===== config.mk =====
export PLATFORM = sky130hd
export DESIGN_NAME = i2c_req_arbiter_flat
export DESIGN_NICKNAME = d
export VERILOG_FILES = /design/src/rtl/i2c_req_arbiter_if.sv /design/src/rtl/i2c_req_arbiter.sv /design/src/flat_wrapper.sv
export SDC_FILE = /design/constraint.sdc
export NUM_CORES = 1
export LEC_CHECK = 0
export CELL_PAD_IN_SITES_DETAIL_PLACEMENT = 1
export CELL_PAD_IN_SITES_GLOBAL_PLACEMENT = 2
export CORE_UTILIZATION = 26
export CTS_BUF_LIST = sky130_fd_sc_hd__clkbuf_16
export CTS_CLUSTER_SIZE = 20
export DETAILED_ROUTE_END_ITERATION = 10
export GPL_TIMING_DRIVEN = 0
export PLACE_DENSITY_LB_ADDON = 0.1
export SLEW_MARGIN = 25
export SYNTH_ARGS = -nofsm -noshare
export SYNTH_HDL_FRONTEND = slang
export SYNTH_SLANG_ARGS = --single-unit
export TNS_END_PERCENT = 1

===== constraint.sdc =====
create_clock -name clk -period 2.5 [get_ports clk]
set_input_delay 0.375 -clock clk [delete_from_list [all_inputs] [get_ports clk]]
set_output_delay 0.375 -clock clk [all_outputs]
set_load 0.005 [all_outputs]

===== src/rtl/i2c_req_arbiter_if.sv =====
// Requester handshake and I2C master command/monitor signals of the request arbiter.
// The master modport is the arbiter's view; slave is the requesters plus master core.
interface i2c_req_arbiter_if #(
    parameter int NUM_REQ    = 4,
    parameter int ADDR_WIDTH = 7,
    parameter int DATA_WIDTH = 8
);
    localparam int ID_WIDTH = $clog2(NUM_REQ);

    logic [NUM_REQ-1:0]            req_valid;
    logic [NUM_REQ-1:0]            req_rw;
    logic [NUM_REQ*ADDR_WIDTH-1:0] req_addr;
    logic [NUM_REQ*DATA_WIDTH-1:0] req_wdata;
    logic [NUM_REQ-1:0]            req_ready;
    logic [NUM_REQ-1:0]            done;
    logic                          timeout_err;
    logic                          busy;
    logic [ID_WIDTH-1:0]           grant_id;
    logic                          start;
    logic                          stop;
    logic                          rw;
    logic [ADDR_WIDTH-1:0]         addr;
    logic [DATA_WIDTH-1:0]         w_data;
    logic                          i2c_scl;
    logic                          i2c_sda;

    modport master (
        input  req_valid, req_rw, req_addr, req_wdata, i2c_scl, i2c_sda,
        output req_ready, done, timeout_err, busy, grant_id,
               start, stop, rw, addr, w_data
    );

    modport slave (
        output req_valid, req_rw, req_addr, req_wdata, i2c_scl, i2c_sda,
        input  req_ready, done, timeout_err, busy, grant_id,
               start, stop, rw, addr, w_data
    );
endinterface


===== src/rtl/i2c_req_arbiter.sv =====
// Round-robin arbiter sharing one I2C master core between NUM_REQ single-byte requesters;
// completion is inferred from START/STOP conditions seen on the monitored bus lines.
module i2c_req_arbiter #(
    parameter int NUM_REQ     = 4,
    parameter int ADDR_WIDTH  = 7,
    parameter int DATA_WIDTH  = 8,
    parameter int TIMEOUT_CYC = 4096
) (
    input  logic               clk,
    input  logic               reset,
    i2c_req_arbiter_if.master  bus
);
    localparam int ID_WIDTH  = $clog2(NUM_REQ);
    localparam int CNT_WIDTH = $clog2(TIMEOUT_CYC + 1);

    typedef enum logic [1:0] {IDLE, CMD, WAIT_START, WAIT_STOP} state_t;

    state_t                  state_reg;
    logic [ID_WIDTH-1:0]     ptr_reg;
    logic [ID_WIDTH-1:0]     grant_id_reg;
    logic [CNT_WIDTH-1:0]    cnt_reg;
    logic [NUM_REQ-1:0]      req_ready_reg;
    logic [NUM_REQ-1:0]      done_reg;
    logic                    timeout_err_reg;
    logic                    busy_reg;
    logic                    start_reg;
    logic                    stop_reg;
    logic                    rw_reg;
    logic [ADDR_WIDTH-1:0]   addr_reg;
    logic [DATA_WIDTH-1:0]   w_data_reg;

    logic scl_meta_reg, scl_s_reg, scl_p_reg;
    logic sda_meta_reg, sda_s_reg, sda_p_reg;
    logic start_evt, stop_evt;

    logic [ADDR_WIDTH-1:0]   slot_addr  [NUM_REQ];
    logic [DATA_WIDTH-1:0]   slot_wdata [NUM_REQ];
    logic [ID_WIDTH-1:0]     grant_next;
    logic                    grant_found;
    logic [ID_WIDTH-1:0]     ptr_next;

    generate
        for (genvar gi = 0; gi < NUM_REQ; gi++) begin : g_slot
            assign slot_addr[gi]  = bus.req_addr[gi*ADDR_WIDTH +: ADDR_WIDTH];
            assign slot_wdata[gi] = bus.req_wdata[gi*DATA_WIDTH +: DATA_WIDTH];
        end
    endgenerate

    // Scan downward so the lowest rotated offset from ptr_reg is the last (winning) write.
    always_comb begin
        logic [ID_WIDTH-1:0] idx;
        grant_next  = '0;
        grant_found = 1'b0;
        idx         = '0;
        for (int k = NUM_REQ - 1; k >= 0; k--) begin
            idx = ID_WIDTH'((int'(ptr_reg) + k) % NUM_REQ);
            if (bus.req_valid[idx]) begin
                grant_next  = idx;
                grant_found = 1'b1;
            end
        end
    end

    assign ptr_next  = (grant_id_reg == ID_WIDTH'(NUM_REQ - 1)) ? '0 : grant_id_reg + 1'b1;
    assign start_evt = scl_s_reg & scl_p_reg & ~sda_s_reg &  sda_p_reg;
    assign stop_evt  = scl_s_reg & scl_p_reg &  sda_s_reg & ~sda_p_reg;

    always_ff @(posedge clk) begin
        if (!reset) begin
            state_reg       <= IDLE;
            ptr_reg         <= '0;
            grant_id_reg    <= '0;
            cnt_reg         <= '0;
            req_ready_reg   <= '0;
            done_reg        <= '0;
            timeout_err_reg <= 1'b0;
            busy_reg        <= 1'b0;
            start_reg       <= 1'b0;
            stop_reg        <= 1'b0;
            rw_reg          <= 1'b0;
            addr_reg        <= '0;
            w_data_reg      <= '0;
            scl_meta_reg    <= 1'b1;
            scl_s_reg       <= 1'b1;
            scl_p_reg       <= 1'b1;
            sda_meta_reg    <= 1'b1;
            sda_s_reg       <= 1'b1;
            sda_p_reg       <= 1'b1;
        end else begin
            scl_meta_reg    <= bus.i2c_scl;
            scl_s_reg       <= scl_meta_reg;
            scl_p_reg       <= scl_s_reg;
            sda_meta_reg    <= bus.i2c_sda;
            sda_s_reg       <= sda_meta_reg;
            sda_p_reg       <= sda_s_reg;
            req_ready_reg   <= '0;
            done_reg        <= '0;
            timeout_err_reg <= 1'b0;

            case (state_reg)
                IDLE: begin
                    if (grant_found) begin
                        state_reg     <= CMD;
                        grant_id_reg  <= grant_next;
                        addr_reg      <= slot_addr[grant_next];
                        w_data_reg    <= slot_wdata[grant_next];
                        rw_reg        <= bus.req_rw[grant_next];
                        req_ready_reg <= NUM_REQ'(1) << grant_next;
                        start_reg     <= 1'b1;
                        stop_reg      <= 1'b1;
                        busy_reg      <= 1'b1;
                        cnt_reg       <= '0;
                    end
                end
                CMD: begin
                    state_reg <= WAIT_START;
                    start_reg <= 1'b0;
                    cnt_reg   <= '0;
                end
                WAIT_START: begin
                    if (cnt_reg == CNT_WIDTH'(TIMEOUT_CYC - 1)) begin
                        state_reg       <= IDLE;
                        timeout_err_reg <= 1'b1;
                        busy_reg        <= 1'b0;
                        stop_reg        <= 1'b0;
                        ptr_reg         <= ptr_next;
                    end else begin
                        cnt_reg <= cnt_reg + CNT_WIDTH'(1);
                        if (start_evt) begin
                            state_reg <= WAIT_STOP;
                        end
                    end
                end
                WAIT_STOP: begin
                    // A completing STOP takes priority over an expiring timeout.
                    if (stop_evt) begin
                        state_reg <= IDLE;
                        done_reg  <= NUM_REQ'(1) << grant_id_reg;
                        busy_reg  <= 1'b0;
                        stop_reg  <= 1'b0;
                        ptr_reg   <= ptr_next;
                    end else if (cnt_reg == CNT_WIDTH'(TIMEOUT_CYC - 1)) begin
                        state_reg       <= IDLE;
                        timeout_err_reg <= 1'b1;
                        busy_reg        <= 1'b0;
                        stop_reg        <= 1'b0;
                        ptr_reg         <= ptr_next;
                    end else begin
                        cnt_reg <= cnt_reg + CNT_WIDTH'(1);
                    end
                end
                default: state_reg <= IDLE;
            endcase
        end
    end

    assign bus.req_ready   = req_ready_reg;
    assign bus.done        = done_reg;
    assign bus.timeout_err = timeout_err_reg;
    assign bus.busy        = busy_reg;
    assign bus.grant_id    = grant_id_reg;
    assign bus.start       = start_reg;
    assign bus.stop        = stop_reg;
    assign bus.rw          = rw_reg;
    assign bus.addr        = addr_reg;
    assign bus.w_data      = w_data_reg;
endmodule


===== src/flat_wrapper.sv =====
// flat-port wrapper written by rule: the top's interface ports become plain ports
module i2c_req_arbiter_flat 
#(
    parameter int NUM_REQ     = 4,
    parameter int ADDR_WIDTH  = 7,
    parameter int DATA_WIDTH  = 8,
    parameter int TIMEOUT_CYC = 4096
)
  (clk, reset, bus_req_valid, bus_req_rw, bus_req_addr, bus_req_wdata, bus_i2c_scl, bus_i2c_sda, bus_req_ready, bus_done, bus_timeout_err, bus_busy, bus_grant_id, bus_start, bus_stop, bus_rw, bus_addr, bus_w_data);
  i2c_req_arbiter_if #(.NUM_REQ(NUM_REQ), .ADDR_WIDTH(ADDR_WIDTH), .DATA_WIDTH(DATA_WIDTH)) bus_i ();
  input  logic clk;
  input  logic reset;
  input wire logic [$bits(bus_i.req_valid)-1:0] bus_req_valid;
  input wire logic [$bits(bus_i.req_rw)-1:0] bus_req_rw;
  input wire logic [$bits(bus_i.req_addr)-1:0] bus_req_addr;
  input wire logic [$bits(bus_i.req_wdata)-1:0] bus_req_wdata;
  input wire logic [$bits(bus_i.i2c_scl)-1:0] bus_i2c_scl;
  input wire logic [$bits(bus_i.i2c_sda)-1:0] bus_i2c_sda;
  output wire logic [$bits(bus_i.req_ready)-1:0] bus_req_ready;
  output wire logic [$bits(bus_i.done)-1:0] bus_done;
  output wire logic [$bits(bus_i.timeout_err)-1:0] bus_timeout_err;
  output wire logic [$bits(bus_i.busy)-1:0] bus_busy;
  output wire logic [$bits(bus_i.grant_id)-1:0] bus_grant_id;
  output wire logic [$bits(bus_i.start)-1:0] bus_start;
  output wire logic [$bits(bus_i.stop)-1:0] bus_stop;
  output wire logic [$bits(bus_i.rw)-1:0] bus_rw;
  output wire logic [$bits(bus_i.addr)-1:0] bus_addr;
  output wire logic [$bits(bus_i.w_data)-1:0] bus_w_data;
  assign bus_i.req_valid = bus_req_valid;
  assign bus_i.req_rw = bus_req_rw;
  assign bus_i.req_addr = bus_req_addr;
  assign bus_i.req_wdata = bus_req_wdata;
  assign bus_i.i2c_scl = bus_i2c_scl;
  assign bus_i.i2c_sda = bus_i2c_sda;
  assign bus_req_ready = bus_i.req_ready;
  assign bus_done = bus_i.done;
  assign bus_timeout_err = bus_i.timeout_err;
  assign bus_busy = bus_i.busy;
  assign bus_grant_id = bus_i.grant_id;
  assign bus_start = bus_i.start;
  assign bus_stop = bus_i.stop;
  assign bus_rw = bus_i.rw;
  assign bus_addr = bus_i.addr;
  assign bus_w_data = bus_i.w_data;
  i2c_req_arbiter #(.NUM_REQ(NUM_REQ), .ADDR_WIDTH(ADDR_WIDTH), .DATA_WIDTH(DATA_WIDTH), .TIMEOUT_CYC(TIMEOUT_CYC)) u_core (.clk(clk), .reset(reset), .bus(bus_i));
endmodule

After elaboration in Yosys (flattened, before gate mapping)
Index checks and enable logic that the tools add are counted.
Cells by class
  add/sub/neg operators: 5
  order comparisons: 6
  equality and inequality tests: 9
  shifts and indexed selects: 2
  multiplexer cells: 49
  bitwise gates (word level): 8
  reductions and logical operators: 11
Operator list (count)
  13-bit case mux with 4 select lines: 1
  13-bit two-way mux: 3
  2-bit two-way mux: 12
  8-bit binary-select mux with 2-bit select: 1
  1-bit two-way mux: 16
  8-bit two-way mux: 2
  2-bit by 3-bit less-than comparator with 1-bit output, second input constant: 5
  7-bit binary-select mux with 2-bit select: 1
  7-bit two-way mux: 2
  13-bit by 1-bit adder with 13-bit output, second input constant: 1
  13-bit by 12-bit equality test with 1-bit output, second input constant: 1
  1-bit binary-select mux with 2-bit select: 5
  3-bit AND reduction: 3
  2-bit case mux with 4 select lines: 1
  2-bit AND reduction: 4
  1-bit by 2-bit << shifter with 4-bit output, first input constant: 2
  2-bit equality test, second input constant: 3
  3-bit by 1-bit != test with 1-bit output, second input constant: 2
  1-bit case mux with 3 select lines: 2
  1-bit AND: 5
  2-bit by 1-bit adder with 2-bit output, second input constant: 2
  2-bit adder, second input constant: 2
  1-bit case mux with 2 select lines: 2
  2-bit case mux with 2 select lines: 1
  other kinds (9): 11
Storage, ports and cells
  bits in registers: 53
  input bits: 72
  output and inout bits: 30
  word-level logic and storage cells: 109

Logic depth before layout (Yosys ltp)
Gate-level depths: netlist of the first run.
  depth in word-level cells: 11
  depth in mapped cells: 7
  gate-level depth less buffers: 6

Worst setup path before layout of the first run
OpenSTA, ideal clock, no wires.
  path kind: input to register
  from: in bus_req_valid[2]
  to: reg u_core.w_data_reg[6] (netlist: u_core.bus.w_data[6])
  setup time: 0.139 ns
  data arrival time: 1.536 ns
  required time: 2.361 ns
  slack: 0.825 ns
  stages: 6
  path through: nor4_2 -> nand2b_1 -> inv_2 -> nand3_1 -> buf_2 -> o221ai_1
On the way
  word-level cells in the longest chain between the ends: 10
RTL lines
  start: declaration: line flat_wrapper.sv:13  | input wire logic [$bits(bus_i.req_valid)-1:0] bus_req_valid;
  1-bit binary-select mux with 2-bit select: line i2c_req_arbiter.sv:57  | if (bus.req_valid[idx]) begin
  1-bit two-way mux (implied by the code): line i2c_req_arbiter.sv:57
  2-bit two-way mux (4 in a row): line i2c_req_arbiter.sv:57
  2-bit inverter with 3-bit output (implied by the code): line i2c_req_arbiter.sv:106  | w_data_reg <= slot_wdata[grant_next];
  8-bit binary-select mux with 2-bit select: line i2c_req_arbiter.sv:106
  8-bit two-way mux (implied by the code) (2 in a row): line i2c_req_arbiter.sv:106
  end signal: assignment: line i2c_req_arbiter.sv:106
  end: declaration: line i2c_req_arbiter.sv:30  | logic [DATA_WIDTH-1:0] w_data_reg;
Parallel ways exist; a longest one is shown, timed or not. The select of a mux whose other input is x is not followed.
A chain may end at the register's enable or synchronous reset.

Final worst setup path of the first run
  from: in bus_req_valid[2]
  to: reg u_core.rw_reg (netlist: u_core.bus.rw)
On the way
  word-level cells in the longest chain between the ends: 8
RTL lines
  1-bit binary-select mux with 2-bit select: line i2c_req_arbiter.sv:57
  1-bit two-way mux (implied by the code): line i2c_req_arbiter.sv:57
  2-bit two-way mux (4 in a row): line i2c_req_arbiter.sv:57
  1-bit binary-select mux with 2-bit select: line i2c_req_arbiter.sv:107  | rw_reg <= bus.req_rw[grant_next];
  1-bit two-way mux (implied by the code): line i2c_req_arbiter.sv:107
  end signal: assignment: line i2c_req_arbiter.sv:107
  end: declaration: line i2c_req_arbiter.sv:28  | logic rw_reg;
Parallel ways exist; a longest one is shown, timed or not. The select of a mux whose other input is x is not followed.

==> results of run 1 <==
cell usage in the layout, fill, tap and decap left out, types with 2 or more instances in the layout:
cell type and n:
buf_2 9, nand3_1 8, clkinvlp_4 2, a21boi_1 2, nor3b_1 3, clkdlybuf4s50_1 100
nand4_1 6, nand2_1 34, o21ai_0 4, mux2i_1 34, nand3b_1 3, nor4_1 4
o21a_1 2, inv_1 9, nor2_1 16, ha_1 2, and2_1 2, o31ai_1 3
nor3_1 4, or3_1 5, or4_1 4, nand4b_1 2, a21oi_1 14, o211ai_1 3
nand2b_1 7, clkbuf_1 5, o221ai_1 16, a21o_1 2, and3_1 2, dfxtp_1 53
clkbuf_16 5, nor2b_1 3
per-layer routing:
metal | vias to the layer above | global-route usage
met5 | - | 0
met4 | 0 | 0.0441
met1 | 1195 | 0.203
li1 | 1216 | -
met3 | 5 | 0.0372
met2 | 70 | 0.278
synth_stat cells, types with 2 or more instances:
| master | instances |
|---|---|
| dfxtp_1 | 53 |
| mux2i_1 | 34 |
| nand2_1 | 34 |
| nor2_1 | 16 |
| o221ai_1 | 16 |
| a21oi_1 | 14 |
| buf_2 | 9 |
| nand3_1 | 9 |
| inv_1 | 8 |
| nand2b_1 | 7 |
| nand4_1 | 6 |
| clkbuf_1 | 5 |
| or3_1 | 5 |
| nor3_1 | 4 |
| nor4_1 | 4 |
| o21ai_0 | 4 |
| or4_1 | 4 |
| nand3b_1 | 3 |
| nor2b_1 | 3 |
| nor3b_1 | 3 |
| o211ai_1 | 3 |
| o31ai_1 | 3 |
| a21boi_1 | 2 |
| a21o_1 | 2 |
| and2_1 | 2 |
| and3_1 | 2 |
| ha_1 | 2 |
| nand4b_1 | 2 |
| o21a_1 | 2 |
kinds of logic (layout without fill, tap and decap cells):
kind of cell | count (synthesis) | in the layout | share of synthesized area
simple gates | 108 | 108 | 0.226
fa+ha+maj | 2 | 2 | 0.0101
flops | 53 | 53 | 0.428
buf+inv | 24 | 133 | 0.0414
compound gates | 54 | 54 | 0.157
mux | 34 | 34 | 0.137
path summary, 6_finish.rpt:
kind,from,end,slack (ps)
min,u_core.sda_meta_reg,u_core.sda_s_reg,410
max,bus_req_valid[2],u_core.bus.rw,300
max reg2reg,u_core.cnt_reg[0],u_core.cnt_reg[4],470
min reg2reg,u_core.sda_meta_reg,u_core.sda_s_reg,410
metrics by stage:
stage | area, sq um | setup slack, ps | power, mW | std cells
finish | 3800 | 302 | 2.05 | 513
global route | 3800 | 143 | 2.16 | 513
CTS | 3790 | 77.5 | 2.09 | 512
detailed placement | 3640 | -319 | 1.39 | 504
global placement | 3640 | -283 | 1.38 | 504
floorplan | 2480 | 825 | 1.12 | 275
final cells by class:
cell class              count  share of cell area
flip-flops and latches     53               0.279
inverters                   9             0.00888
repair buffers            101               0.265
well taps                 129              0.0424
plain buffers              15              0.0181
clock buffers               5              0.0329
clock inverters             3             0.00493
multi-input cells         198               0.349
what timing repair did:
item | CTS | global route
setup buffers | 0 | 1
resized for setup | 1 | 1
setup endpoints to repair | 4 | 7
cloned | 0 | 0
power groups by stage:
stage	clock network, mW	registers, mW	logic, mW
floorplan	0	0.957	0.162
global placement	0	0.957	0.425
detailed placement	0	0.959	0.432
CTS	0.720	0.939	0.435
global route	0.752	0.944	0.466
finish	0.680	0.938	0.431
==> flow_summary.ini, run 1 <==
[floorplan]
die_w_microns = 99.6
start_util = 0.268
coreArea_sq_mm = 0.00924
num_rows = 35
die-area_sq_mm = 0.00992
ios = 102
die_y_microns = 99.6

[status]
status = finished, final reports clean

[synthesis]
synth_top_cell_by_area = dfxtp_1
synth_edf_count = 0
ys_warn_count = 0
yosys-top-cells-area = dfxtp_1 (43%), mux2i_1 (14%), o221ai_1 (5.7%)
synth_top_area_share = 0.428
syn-num-nets = 349
synth-main-ff-cell = dfxtp_1
syn_inst = 275
synth-seq-area-share = 0.428
netlist_area_sq_mm = 0.00248
ys_ff_latch = 53
synth.distinct_cells = 43
avgSynthCellArea_sq_um = 9.01
postSynth.asyncResetShare = 0

[critical_path]
cp_top_family = buffers and inverters
path_max_fanout = 10
crit_arrival_ps = 2350
cp_slowest_cell = clkdlybuf4s50_1
cp.depth = 7
cp-end-kind = register
reg2reg_depth = 7
cp.buffers_inverters = 3
required_ps = 2650
crit_chain = clkdlybuf4s50_1 -> nor4_4 -> nand2b_1 -> inv_2 -> nand3_2 -> buf_2 -> o221ai_1
startpoint_type = input pin
critical_path_class = in -> reg
slowest_delay_ps = 530

[drt]
route.met3.wl_microns = 582
wl_per_cell_microns = 15.6
initialDrtViolationCount = 40
vias_per_cell = 4.85
vias = 2486
route.met2.wl_mm = 3.69
drt-total-wl_mm = 8.01
top_layer = met4
wl_met1_mm = 3.67
drtAntennaViolNets = 0
dr.pass1.iters = 4
drc = 0

[cells_and_area]
area_growth_pct = 53.6
filler_cell_count = 1084
finalCoreUtilization = 0.412
seqCellArea_sq_mm = 0.00106
insertedDiodeCount = 0
multi_input_area_sq_mm = 0.00133
num-nets-final = 457
largest_register_ffs = 13
drive_gt1_frac = 0.0677

[sta]
relSlewSlack = 0.641
setup_violations = 0
finalHoldViolations = 0
finClkSkew_ps = 3.77
tightestPinTransition_ps = 539
slew_violations = 0
fin_crit_ps = 2200
timing.final.crit_share = 0.879
holdWs_ps = 412
rsz0062_at_grt = no
setup_tns_ps = 0
max_freq_ghz = 0.455

[placed_design]
io_buffers = 100
gp_congestion = 0.781
hpwl_mm = 6.27

[grt]
grt_pass1_wl_mm = 12.5
antenna_found_initial = 0
grt_pass1_vias = 2472
overflow = 0
track_usage = 0.162
grt_max_degree = 17

[run]
cap_violations = 0

[power_and_ir_drop]
p_clk_frac = 0.332
switchingPower_mw = 0.520
power.density_mw_per_mm2 = 538
pwr-share-comb = 0.210
vdd_drop_max_mv = 0.253
switching_share = 0.254
seq_power_share = 0.458
leakagePower_nw = 1.32
cell_internal_pwr_mw = 1.53

[clocking]
numCtsBuffers = 5
root_buffer = clkbuf_16
path_clk_slew_ps = 70
clock_sinks = 53
cts_tree = yes
cts.htree.levels = 2
cts_hold_buf = 0
clk_latency_ps = 290
clk_path_buf_depth = 2

[hold_path]
holdPathStages = 1
hold_class = reg -> reg
No activity file was read; power rests on OpenSTA's default activity.
==> inputs of run 2 (changes only) <==
--- a/config.mk
+++ b/config.mk
@@ -12,7 +12,7 @@
 export CTS_CLUSTER_SIZE = 20
 export DETAILED_ROUTE_END_ITERATION = 10
 export GPL_TIMING_DRIVEN = 0
-export PLACE_DENSITY_LB_ADDON = 0.1
+export PLACE_DENSITY = 0.9
 export SLEW_MARGIN = 25
 export SYNTH_ARGS = -nofsm -noshare
 export SYNTH_HDL_FRONTEND = slang
==> run 2 against run 1 <==
Compared with the run above: cell area is 0.62% higher; fmax about the same; worst setup slack about the same; utilization is 0.26 points higher; via count fell by 0.16%; count of clock-buffer cells in the layout unchanged; global-route usage is 0.61 points lower; non-clock buffer count did not move; clock skew increased by 0.65 ps; register-to-register slack barely moved; cell count did not move; sequential power about the same; critical path type unchanged; largest cell class unchanged.
==> flow_summary.ini, run 2 (synthesis results as in run 1) <==
[cells_and_area]
mostFrequentLayoutCells = clkdlybuf4s50_1 (100), dfxtp_1 (53), nand2_1 (34), mux2i_1 (34)
area_growth_pct = 54.5
num-nets-final = 457
largest_register_ffs = 13
final_common_cell = clkdlybuf4s50_1
insertedDiodeCount = 0
filler_cell_count = 1068
drive_gt1_frac = 0.0677
finalCoreUtilization = 0.414
stdcell_area_sq_mm = 0.00383

[grt]
grt_max_degree = 17
track_usage = 0.156
antenna_found_initial = 0
grt_pass1_vias = 2517
overflow = 0
grt_pass1_wl_mm = 12.2

[placed_design]
gp_congestion = 0.793
hpwl_mm = 6.04
io_buffers = 100
place_area_sq_mm = 0.00364
place_worst_setup_slack_ps = -301

[sta]
holdWs_ps = 415
max_freq_ghz = 0.455
timing.final.crit_share = 0.879
tightestPinTransition_ps = 509
setup_tns_ps = 0
setup_violations = 0
fin_crit_ps = 2200
finClkSkew_ps = 4.42
slew_violations = 0
finalHoldViolations = 0
rsz0062_at_grt = no
relSlewSlack = 0.661
setup_ws_ps = 302

[clocking]
clk_path_buf_depth = 2
clk_latency_ps = 290
cts_hold_buf = 0
path_clk_slew_ps = 70
numCtsBuffers = 5
cts_tree = yes
clock_sinks = 53
cts.htree.levels = 2
root_buffer = clkbuf_16

[critical_path]
reg2reg_from = u_core.cnt_reg[0]
required_ps = 2670
r2r_end = u_core.cnt_reg[4]
critical_path_class = in -> reg
slowest_delay_ps = 520
crit_chain = clkdlybuf4s50_1 -> nor4_4 -> nand2b_1 -> inv_2 -> nand3_2 -> buf_2 -> o221ai_1
path_max_fanout = 10
startpoint_type = input pin
cp.buffers_inverters = 3
crit_arrival_ps = 2360
cp_top_family = buffers and inverters
cp_slowest_cell = clkdlybuf4s50_1
reg2reg_depth = 7
cp-end-kind = register
rrSetupSlack_ps = 480

[floorplan]
die-area_sq_mm = 0.00992
start_util = 0.268
num_rows = 35
coreArea_sq_mm = 0.00924
die_w_microns = 99.6
die_y_microns = 99.6
ios = 102

[drt]
drt-total-wl_mm = 7.69
vias_per_cell = 4.84
vias = 2482
drc = 0
wl_per_cell_microns = 15.0
initialDrtViolationCount = 24
dr.pass1.iters = 4
drtAntennaViolNets = 0

[hold_path]
hold_start = u_core.sda_meta_reg
hold_end = u_core.sda_s_reg
holdPathStages = 1
hold_class = reg -> reg

[power_and_ir_drop]
power.density_mw_per_mm2 = 563
leakagePower_nw = 1.34
vdd_drop_max_mv = 0.240

[status]
status = finished, final reports clean

[run]
cap_violations = 0
run 2: cell types whose count changed in the layout (fill, tap and decap cells not counted):
cell	previous run	this run
bufinv_16	0	1
clkinv_4	0	1
clkinvlp_4	2	0
run 2: layer usage:
| metal | wire [microns] | track usage | up-vias |
|---|---|---|---|
| li1 | - | - | 1218 |
| met5 | 0 | 0 | - |
| met1 | 3310 | 0.176 | 1170 |
| met2 | 3720 | 0.288 | 83 |
| met3 | 558 | 0.0422 | 11 |
| met4 | 102 | 0.0373 | 0 |
run 2: worst max-delay path by stage:
stage	cells after the start	to	slack, ps	startpoint
after floorplan	6	u_core.bus.w_data[6]	830	bus_req_valid[2]
after global placement	7	u_core.bus.w_data[6]	-300	bus_req_valid[2]
after detailed placement	7	u_core.bus.w_data[6]	-300	bus_req_valid[2]
after CTS	7	u_core.bus.w_data[6]	2	bus_req_valid[2]
after global routing	7	u_core.bus.rw	120	bus_req_valid[2]
final	7	u_core.bus.rw	300	bus_req_valid[2]
run 2: layout make-up:
cell class | count | area (sq um) | share of cell area
inverter | 9 | 33.8 | 0.00882
multi-input combinational | 198 | 1330 | 0.347
clock buffer | 5 | 125 | 0.0327
buffer | 15 | 68.8 | 0.0180
timing repair buffer | 101 | 1010 | 0.263
tap | 129 | 161 | 0.0422
clock inverter | 3 | 42.5 | 0.0111
sequential | 53 | 1060 | 0.277
run 2: repair_timing:
action	in CTS	in global routing
resized for setup	0	2
endpoints found under the setup margin	0	13
setup buffers	0	1
hold endpoints to repair	0	0
run 2: report_power, final:
group / switching (mW) / leakage, nW / internal [mW]
combinational: 0.172 / 0.824 / 0.258
sequential: 0.0360 / 0.434 / 0.903
clock: 0.317 / 0.0852 / 0.471
total: 0.525 / 1.34 / 1.63
run 2: stage by stage:
step | power (mW) | std cells
floorplan | 1.12 | 275
global placement | 1.38 | 504
detailed placement | 1.39 | 504
CTS | 2.19 | 512
global route | 2.25 | 513
finish | 2.16 | 513
run 2: worst reg2reg max path, cell delays in order, from the launching register on:
cell      delay (ps)
dfxtp_1          400
ha_1             220
nand4b_1         150
nor3_1           380
o21ai_1          160
clkbuf_1         290
a211o_1          320
nand2_1           50
